### src/rtl/midi_pkg.sv
`default_nettype none
// ============================================================================
// Module      : midi_pkg
// Description : Shared constants, state encoding and helpers for the MIDI
//               channel-voice message decoder.
// Revision    : 1.0 - initial release
// ============================================================================
package midi_pkg;

  // Channel voice status high nibbles
  localparam logic [3:0] NOTE_OFF = 4'h8;
  localparam logic [3:0] NOTE_ON  = 4'h9;
  localparam logic [3:0] POLY_AT  = 4'hA;
  localparam logic [3:0] CTRL     = 4'hB;
  localparam logic [3:0] PROG     = 4'hC;
  localparam logic [3:0] CHAN_AT  = 4'hD;
  localparam logic [3:0] PITCH    = 4'hE;

  // System exclusive framing bytes
  localparam logic [7:0] SYSEX_START = 8'hF0;
  localparam logic [7:0] SYSEX_END   = 8'hF7;

  // Controller number reported after reset (sustain pedal)
  localparam logic [6:0] SUSTAIN_CC = 7'd64;

  // Parser state encoding
  typedef enum logic [1:0] {
    ST_IDLE    = 2'd0,
    ST_WAIT_D1 = 2'd1,
    ST_WAIT_D2 = 2'd2,
    ST_SYSEX   = 2'd3
  } state_e;

  // Program change and channel pressure carry a single data byte
  function automatic logic two_data_bytes(input logic [3:0] nib);
    return !((nib == PROG) || (nib == CHAN_AT));
  endfunction

endpackage
`default_nettype wire

### src/rtl/midi_byte_classifier.sv
`default_nettype none
// ============================================================================
// Module      : midi_byte_classifier
// Description : Purely combinational classification of a received MIDI byte
//               into channel status / system common / realtime, plus the
//               data byte count implied by a channel status byte.
// Revision    : 1.0 - initial release
// ============================================================================
module midi_byte_classifier
  import midi_pkg::*;
(
  input  logic [7:0] byte_in,
  output logic       is_status,
  output logic       is_realtime,
  output logic       is_common,
  output logic       needs_two_data
);

  // Decode byte class from the upper bits
  always_comb begin
    is_status      = byte_in[7] && (byte_in[7:4] != 4'hF);
    is_common      = (byte_in[7:3] == 5'b11110);
    is_realtime    = (byte_in[7:3] == 5'b11111);
    needs_two_data = two_data_bytes(byte_in[7:4]);
  end

endmodule
`default_nettype wire

### src/rtl/midi_msg_decoder.sv
`default_nettype none
// ============================================================================
// Module      : midi_msg_decoder
// Description : Parses a raw MIDI byte stream into note and controller
//               events. Supports running status, channel filtering,
//               note-off normalisation and skipping of SysEx/realtime bytes.
// Revision    : 1.0 - initial release
// ============================================================================
module midi_msg_decoder
  import midi_pkg::*;
#(
  parameter int CHANNEL = 0,
  parameter int OMNI    = 0
) (
  input  logic        clk,
  input  logic        reset,
  input  logic [7:0]  byte_in,
  input  logic        byte_valid,
  output logic [13:0] note_values,
  output logic [13:0] controller_values,
  output logic        update_voice,
  output logic        update_all_voices,
  output logic        msg_dropped
);

  localparam logic [13:0] CTRL_RESET = {7'd0, SUSTAIN_CC};

  state_e      state_q, state_d;
  logic [7:0]  status_q, status_d;
  logic        two_data_q, two_data_d;
  logic [6:0]  d1_q, d1_d;
  logic [13:0] note_values_q, note_values_d;
  logic [13:0] controller_values_q, controller_values_d;
  logic        update_voice_q, update_voice_d;
  logic        update_all_q, update_all_d;
  logic        msg_dropped_q, msg_dropped_d;

  logic        is_status, is_realtime, is_common, needs_two_data;
  logic        chan_match;
  logic        msg_done;
  logic [6:0]  fin_d1, fin_d2;

  midi_byte_classifier u_classifier (
    .byte_in        (byte_in),
    .is_status      (is_status),
    .is_realtime    (is_realtime),
    .is_common      (is_common),
    .needs_two_data (needs_two_data)
  );

  assign chan_match = (OMNI != 0) || (status_q[3:0] == CHANNEL[3:0]);

  // Next-state, running-status tracking and event generation
  always_comb begin
    state_d             = state_q;
    status_d            = status_q;
    two_data_d          = two_data_q;
    d1_d                = d1_q;
    note_values_d       = note_values_q;
    controller_values_d = controller_values_q;
    update_voice_d      = 1'b0;
    update_all_d        = 1'b0;
    msg_dropped_d       = 1'b0;
    msg_done            = 1'b0;
    fin_d1              = 7'd0;
    fin_d2              = 7'd0;

    // Realtime bytes leave every piece of parser state untouched
    if (byte_valid && !is_realtime) begin
      if (is_status) begin
        // A new status abandons a message that already had its first data byte
        if (state_q == ST_WAIT_D2) begin
          msg_dropped_d = 1'b1;
        end
        status_d   = byte_in;
        two_data_d = needs_two_data;
        state_d    = ST_WAIT_D1;
      end else if (is_common) begin
        status_d   = 8'd0;
        two_data_d = 1'b0;
        state_d    = (byte_in == SYSEX_START) ? ST_SYSEX : ST_IDLE;
      end else begin
        case (state_q)
          ST_IDLE: begin
            msg_dropped_d = 1'b1;
          end
          ST_WAIT_D1: begin
            if (two_data_q) begin
              d1_d    = byte_in[6:0];
              state_d = ST_WAIT_D2;
            end else begin
              msg_done = 1'b1;
              fin_d1   = byte_in[6:0];
            end
          end
          ST_WAIT_D2: begin
            msg_done = 1'b1;
            fin_d1   = d1_q;
            fin_d2   = byte_in[6:0];
            state_d  = ST_WAIT_D1;
          end
          default: begin
            // SysEx payload is skipped
          end
        endcase
      end
    end

    // Only note and controller messages on our channel produce events
    if (msg_done && chan_match) begin
      case (status_q[7:4])
        NOTE_ON: begin
          note_values_d  = {fin_d2, fin_d1};
          update_voice_d = 1'b1;
        end
        NOTE_OFF: begin
          note_values_d  = {7'd0, fin_d1};
          update_voice_d = 1'b1;
        end
        CTRL: begin
          controller_values_d = {fin_d2, fin_d1};
          update_voice_d      = 1'b1;
          update_all_d        = 1'b1;
        end
        default: begin
          // Aftertouch, program change and pitch bend are consumed silently
        end
      endcase
    end
  end

  // Parser and output registers
  always_ff @(posedge clk or posedge reset) begin
    if (reset) begin
      state_q             <= ST_IDLE;
      status_q            <= 8'd0;
      two_data_q          <= 1'b0;
      d1_q                <= 7'd0;
      note_values_q       <= 14'd0;
      controller_values_q <= CTRL_RESET;
      update_voice_q      <= 1'b0;
      update_all_q        <= 1'b0;
      msg_dropped_q       <= 1'b0;
    end else begin
      state_q             <= state_d;
      status_q            <= status_d;
      two_data_q          <= two_data_d;
      d1_q                <= d1_d;
      note_values_q       <= note_values_d;
      controller_values_q <= controller_values_d;
      update_voice_q      <= update_voice_d;
      update_all_q        <= update_all_d;
      msg_dropped_q       <= msg_dropped_d;
    end
  end

  assign note_values       = note_values_q;
  assign controller_values = controller_values_q;
  assign update_voice      = update_voice_q;
  assign update_all_voices = update_all_q;
  assign msg_dropped       = msg_dropped_q;

endmodule
`default_nettype wire

### config.mk
export PLATFORM = sky130hd
export DESIGN_NAME = midi_msg_decoder
export DESIGN_NICKNAME = d
export VERILOG_FILES = /design/src/rtl/midi_pkg.sv /design/src/rtl/midi_byte_classifier.sv /design/src/rtl/midi_msg_decoder.sv
export SDC_FILE = /design/constraint.sdc
export NUM_CORES = 1
export LEC_CHECK = 0
export CAP_MARGIN = 20
export CORE_ASPECT_RATIO = 1.25
export CORE_MARGIN = 10
export CORE_UTILIZATION = 40
export CTS_CLUSTER_SIZE = 12
export DETAILED_ROUTE_END_ITERATION = 7
export GPL_ROUTABILITY_DRIVEN = 0
export GPL_TIMING_DRIVEN = 0
export PLACE_DENSITY = 0.68
export SYNTH_ARGS = -nofsm -noshare
export SYNTH_HDL_FRONTEND = slang
export SYNTH_SLANG_ARGS = --single-unit
### constraint.sdc
create_clock -name clk -period 3.7 [get_ports clk]
set_input_delay 0.555 -clock clk [delete_from_list [all_inputs] [get_ports clk]]
set_output_delay 0.555 -clock clk [all_outputs]
set_load 0.02 [all_outputs]
==> flow_summary.json, run 1 <==
{
  "syn2layout_area_growth_pct": 25.9,
  "post_route_fraction_of_the_period_consumed_by_the_critical_path_pct": 56.6,
  "crit_path_start": "byte_in[4]",
  "worst_clock_skew_ns": 0.00565,
  "outcome": "finished, final reports clean",
  "ys.flop_type": "dfrtp_1",
  "dp.cells": 294,
  "synth_area_sq_um": 2270,
  "final_area_sq_um": 2850,
  "netlist-cell-type-count": 33,
  "arrival_ns": 2.28,
  "worstHoldPathCells": 1,
  "ys_seq_area_share_pct": 54.2,
  "number_of_standard_cell_rows_in_the_floorplan": 30,
  "post-dp-hpwl_mm": 3.64,
  "inserted_clock_buffers": 5,
  "place.port_buffers": 39,
  "maximum_net_fanout_on_the_critical_path": 10,
  "synthesis.area_per_instance_sq_um": 11.9,
  "critPathCapture": "state_q[0]",
  "h-tree-depth": 2,
  "synth.cells.most_frequent": "dfrtp_1 (48), mux2_2 (22), nand2_1 (16)",
  "dpl_cell_area_sq_um": 2760,
  "finalMaxSlewViolations": 0,
  "final_cells": 302,
  "critPathKind": "in -> reg",
  "globalRouteTotalUtil_pct": 11.7,
  "layout.filler_cells": 515,
  "synth-async-reset-ratio_pct": 100,
  "routed_wirelength_mm": 5.06,
  "synthMostInstantiatedCell": "dfrtp_1",
  "p_comb_share_pct": 25.6,
  "die_area_sq_um": 9090,
  "sequentialPowerShare_pct": 48.7,
  "total_switching_power_mw": 0.405,
  "power.share.switching_pct": 30.7,
  "cts_buffer_depth": 2,
  "tritoncts_clock_tree": "yes",
  "rr_startpoint": "state_q[0]",
  "worstMarginPinSlew_ns": 0.516,
  "clock_insertion_delay_at_the_later_pin_of_the_skew_report_ns": 0.30,
  "synth_top_area_share_pct": 53.0,
  "final_core_util_pct": 52.1,
  "drive_above_1_share_pct": 18.1,
  "cts_resized": 0,
  "number_of_antenna_violations_at_the_first_check_in_global_routing": 0,
  "finalSetupTns_ns": 0,
  "power.leakage_nw": 1.23,
  "clock_sink_count": 49,
  "min_period_ns": 2.09,
  "global_route_wire_length_before_repair_mm": 8.67,
  "setup_violations": 0,
  "required_ns": 3.89,
  "drt-pass1-iter-count": 4,
  "power.share.clock_pct": 25.7,
  "antenna_cells_inserted": 0,
  "synth.top_cells.by_area": "dfrtp_1 (53%), mux2_2 (11%), o31ai_1 (4.6%)",
  "intPower_mw": 0.913,
  "clk_root_buffer_cell": "clkbuf_8",
  "rr_worst_depth": 6,
  "timing.final.hold_violations": 0,
  "die_w_microns": 87.3,
  "detailroute.via_count": 1623,
  "io_pins": 42,
  "grt_start_max_net_pins": 27,
  "drt-wirelength-per-cell_microns": 16.8,
  "number_of_enable_type_register_cells_in_the_synthesized_netlist": 0,
  "syn-instance-count": 190,
  "drt_drc_violations_left": 0,
  "hold_path.class": "reg -> reg",
  "drtAntennaViolNets": 0,
  "max_clock_freq_mhz": 478,
  "clk_transition_reported_paths_ns": 0.09,
  "first_global_vias": 1682,
  "max_slew_margin_pct": 65.5,
  "regToRegEndpoint": "controller_values[2]",
  "ys_ff_latch": 49,
  "power_density_nw_per_um2": 462,
  "overflow": 0,
  "ff2ff_setup_slack_ns": 1.65,
  "die_height_microns": 104,
  "drt_first_iter_violations": 46,
  "critical_path.endpoint_type": "register",
  "initial_utilization_pct": 41.3,
  "core_region_area_sq_um": 5480,
  "final_nets": 252,
  "synthesis.nets": 205,
  "rsz_0062_raised_after_global_routing": "no",
  "critPathLaunchType": "input pin",
  "synth_top_area_cell": "dfrtp_1",
  "post-cts-setup-buffers": 0,
  "max_cap_viol_count": 0,
  "ir_worst_vdd_mv": 0.285,
  "drt-vias-per-instance": 5.37,
  "yosysWarningCount": 0,
  "cts_hold_repair.buffers": 0
}
power by group through the flow:
| stage | sequential, mW | clock [mW] | combinational [mW] |
|---|---|---|---|
| floorplan | 0.653 | 0 | 0.241 |
| global placement | 0.650 | 0 | 0.332 |
| detailed placement | 0.653 | 0 | 0.340 |
| CTS | 0.642 | 0.347 | 0.342 |
| global route | 0.652 | 0.370 | 0.372 |
| finish | 0.642 | 0.339 | 0.337 |
metal layers:
layer  GRT usage, %  share of wire [%]  routed length [microns]
met5              0                  0                        0
met4           4.68                1.7                       85
met3           3.61                6.1                      309
met2           17.7                 48                     2410
met1           14.9                 45                     2260
cells in the final DEF, fill, tap and decap left out, types with 7 or more instances in the layout:
cell and count:
o21ai_0 14, mux2_2 22, a22oi_1 7, dfrtp_1 48, clkdlybuf4s50_1 39, nand2_1 16, o31ai_1 14, clkbuf_1 9
a22o_1 9
cells by family (layout without fill, tap and decap cells):
group	count (synthesis)	count (layout)	synth area share (%)
AO/OA/AOI/OAI	51	51	16.7
adder cells (fa/ha/maj)	4	4	2.21
buffers and inverters	17	65	3.92
flip-flops	49	49	54.2
multiplexers	23	23	11.4
AND/OR/NAND/NOR	46	46	11.7
area by class of cell:
cell class	instances	area (sq um)	area share, %
Buffer	14	77.6	2.72
Timing Repair Buffer	40	410	14.4
Clock buffer	6	82.6	2.89
Tap cell	64	80.1	2.81
Sequential cell	49	1230	43.0
Inverter	3	11.3	0.395
Clock inverter	2	13.8	0.482
Multi-Input combinational cell	124	950	33.3
worst min path at each step:
stage           startpoint     endpoint  slack, ns
2_1_floorplan  status_q[7]  status_q[7]       0.45
3_3_place_gp   status_q[7]  status_q[7]       0.46
3_5_place_dp   status_q[7]  status_q[7]       0.47
4_1_cts        status_q[7]  status_q[7]       0.49
5_1_grt        status_q[7]  status_q[7]       0.52
6_report       status_q[7]  status_q[7]       0.49
state kept, by name, summed over array words and instances, names as in the netlist:
| register | count |
|---|---|
| update_voice | 1 |
| state_q | 2 |
| two_data_q | 1 |
| note_values | 14 |
| controller_values | 14 |
| msg_dropped | 1 |
| update_all_voices | 1 |
| status_q | 8 |
| d1_q | 7 |
through the flow:
stage                     power (mW)  hold slack (ns)  setup slack, ns
after floorplan                0.894            0.451             1.88
after global placement         0.982            0.463            0.990
after detailed placement       0.994            0.472             1.29
after CTS                       1.33            0.494             1.61
after global routing            1.39            0.517             1.48
final                           1.32            0.491             1.61
worst max-delay path, cell delays in order:
cell and delay (ns):
clkdlybuf4s50_1 0.67, nand4_1 0.14, nand3_1 0.34, o21a_1 0.24
mux2_2 0.34
Power figures use the tool's default switching activity.
==> run 2: changes to the inputs <==
==> constraint.sdc (replaced) <==
create_clock -name clk -period 1.95 [get_ports clk]
set_input_delay 0.2925 -clock clk [delete_from_list [all_inputs] [get_ports clk]]
set_output_delay 0.2925 -clock clk [all_outputs]
set_load 0.02 [all_outputs]
==> flow_summary.json, run 2 (same netlist as run 1, synthesis figures left out) <==
{
  "die_area_sq_um": 9090,
  "power_mw": 2.60,
  "max_cap_viol_count": 0,
  "worst_slack_ns": 0.0531,
  "ir_worst_vdd_mv": 0.628,
  "grt_start_max_net_pins": 27,
  "drive_above_1_share_pct": 23.0,
  "timing.final.hold_violations": 0,
  "die_w_microns": 87.3,
  "max_clock_freq_mhz": 527,
  "finalMaxSlewViolations": 0,
  "dp.cells": 294,
  "slowest_delay_ns": 0.38,
  "first_global_vias": 1693,
  "drt-wirelength-per-cell_microns": 17.2,
  "globalRouteTotalUtil_pct": 11.8,
  "clk_root_buffer_cell": "clkbuf_8",
  "crit_family": "simple AND/OR/NAND/NOR gates",
  "place.port_buffers": 39,
  "power_density_nw_per_um2": 875,
  "number_of_standard_cell_rows_in_the_floorplan": 30,
  "timing.critical_path.depth": 7,
  "fin_hold_ws_ns": 0.340,
  "detailroute.via_count": 1638,
  "h-tree-depth": 2,
  "inserted_clock_buffers": 5,
  "mostFrequentLayoutCell": "dfrtp_1",
  "core_region_area_sq_um": 5480,
  "drtAntennaViolNets": 0,
  "drt-vias-per-instance": 5.34,
  "critPathKind": "reg -> reg",
  "final_cells": 307,
  "io_pins": 42,
  "antenna_cells_inserted": 0,
  "clk_transition_reported_paths_ns": 0.09,
  "initial_utilization_pct": 41.3,
  "layout.cells.most_common_list": "dfrtp_1 (48), clkdlybuf4s50_1 (39), nand2_1 (16), o31ai_1 (14), o21ai_0 (13)",
  "clock_insertion_delay_at_the_later_pin_of_the_skew_report_ns": 0.30,
  "global_route_wire_length_before_repair_mm": 8.72,
  "required_ns": 2.14,
  "setup_violations": 0,
  "cp_cell_sequence": "inv_2 > ha_4 > and3b_2 > o2111ai_4 > nor2_4 > buf_12 > mux2_2",
  "max_slew_margin_pct": 65.1,
  "overflow": 0,
  "cts_hold_repair.buffers": 0,
  "cpMaxStageDelayCell": "dfrtp_1",
  "syn2layout_area_growth_pct": 31.2,
  "cts_buffer_depth": 2,
  "rr_worst_depth": 7,
  "hold_path.class": "in -> async",
  "die_height_microns": 104,
  "post-dp-hpwl_mm": 3.64,
  "arrival_ns": 2.09,
  "final_nets": 257,
  "rsz_0062_raised_after_global_routing": "yes",
  "tritoncts_clock_tree": "yes",
  "post_route_fraction_of_the_period_consumed_by_the_critical_path_pct": 97.3,
  "worst_clock_skew_ns": 0.00451,
  "worstMarginPinSlew_ns": 0.523,
  "routed_wirelength_mm": 5.29,
  "min_period_ns": 1.90,
  "cp_num_buf_inv": 2,
  "dpl_worst_slack_ns": -0.196,
  "number_of_antenna_violations_at_the_first_check_in_global_routing": 0,
  "finalSetupTns_ns": 0,
  "drt_drc_violations_left": 0,
  "maximum_net_fanout_on_the_critical_path": 8,
  "critical_path.endpoint_type": "register",
  "critPathLaunchType": "register",
  "clock_sink_count": 49,
  "drt_first_iter_violations": 68,
  "outcome": "finished, final reports clean",
  "drt-pass1-iter-count": 4,
  "power.leakage_nw": 1.27
}
## run 2: cell types whose count changed in the layout (fill, tap and decap cells not counted), sizes merged
cell,before,now
clkbuf,15,14
buf,6,12
## run 2: worst paths after layout
check | startpoint | endpoint | slack (ns)
setup / recovery | state_q[0] | controller_values[0] | 0.05
min in group clk | byte_in[5] | note_values[12] | 0.44
hold / removal | reset | update_all_voices | 0.34
hold reg to reg | status_q[7] | status_q[7] | 0.49
setup reg to reg | state_q[0] | controller_values[0] | 0.05
max in group asynchronous | reset | two_data_q | 1.10
## run 2: routing by layer
metal	GRT usage, %	vias up	part of all wire [%]
met5	0	-	0
met3	3.61	7	5.7
met1	14.9	809	44
met4	4.68	0	1.4
met2	17.9	39	49
li1	-	783	-
## run 2: final cells by class
| class | instances | area, sq um |
|---|---|---|
| fill | 509 | 2510 |
| sequential | 49 | 1230 |
| multi-input combinational | 124 | 1000 |
| timing repair buffer | 46 | 478 |
| clock buffer | 6 | 82.6 |
| tap | 64 | 80.1 |
| buffer | 13 | 75.1 |
| clock inverter | 2 | 13.8 |
| inverter | 3 | 11.3 |
## run 2: what timing repair did
item / 4_1_cts / 5_1_grt
gates cloned: 0 / 1
pin swaps: 1 / 3
setup endpoints to repair: 21 / 25
resized for setup: 1 / 18
setup buffers: 1 / 4
## run 2: metrics by stage
stage               utilization [%]  instance area [sq um]
finish                         54.2                   2970
global route                   54.2                   2970
CTS                            52.4                   2870
detailed placement             50.3                   2760
global placement               49.9                   2740
floorplan                         -                   2270
## run 2: report_power, final
group | switching, mW | internal (mW) | total [mW]
logic | 0.372 | 0.374 | 0.746
clock network | 0.348 | 0.288 | 0.636
registers | 0.0735 | 1.15 | 1.22
total | 0.793 | 1.81 | 2.60
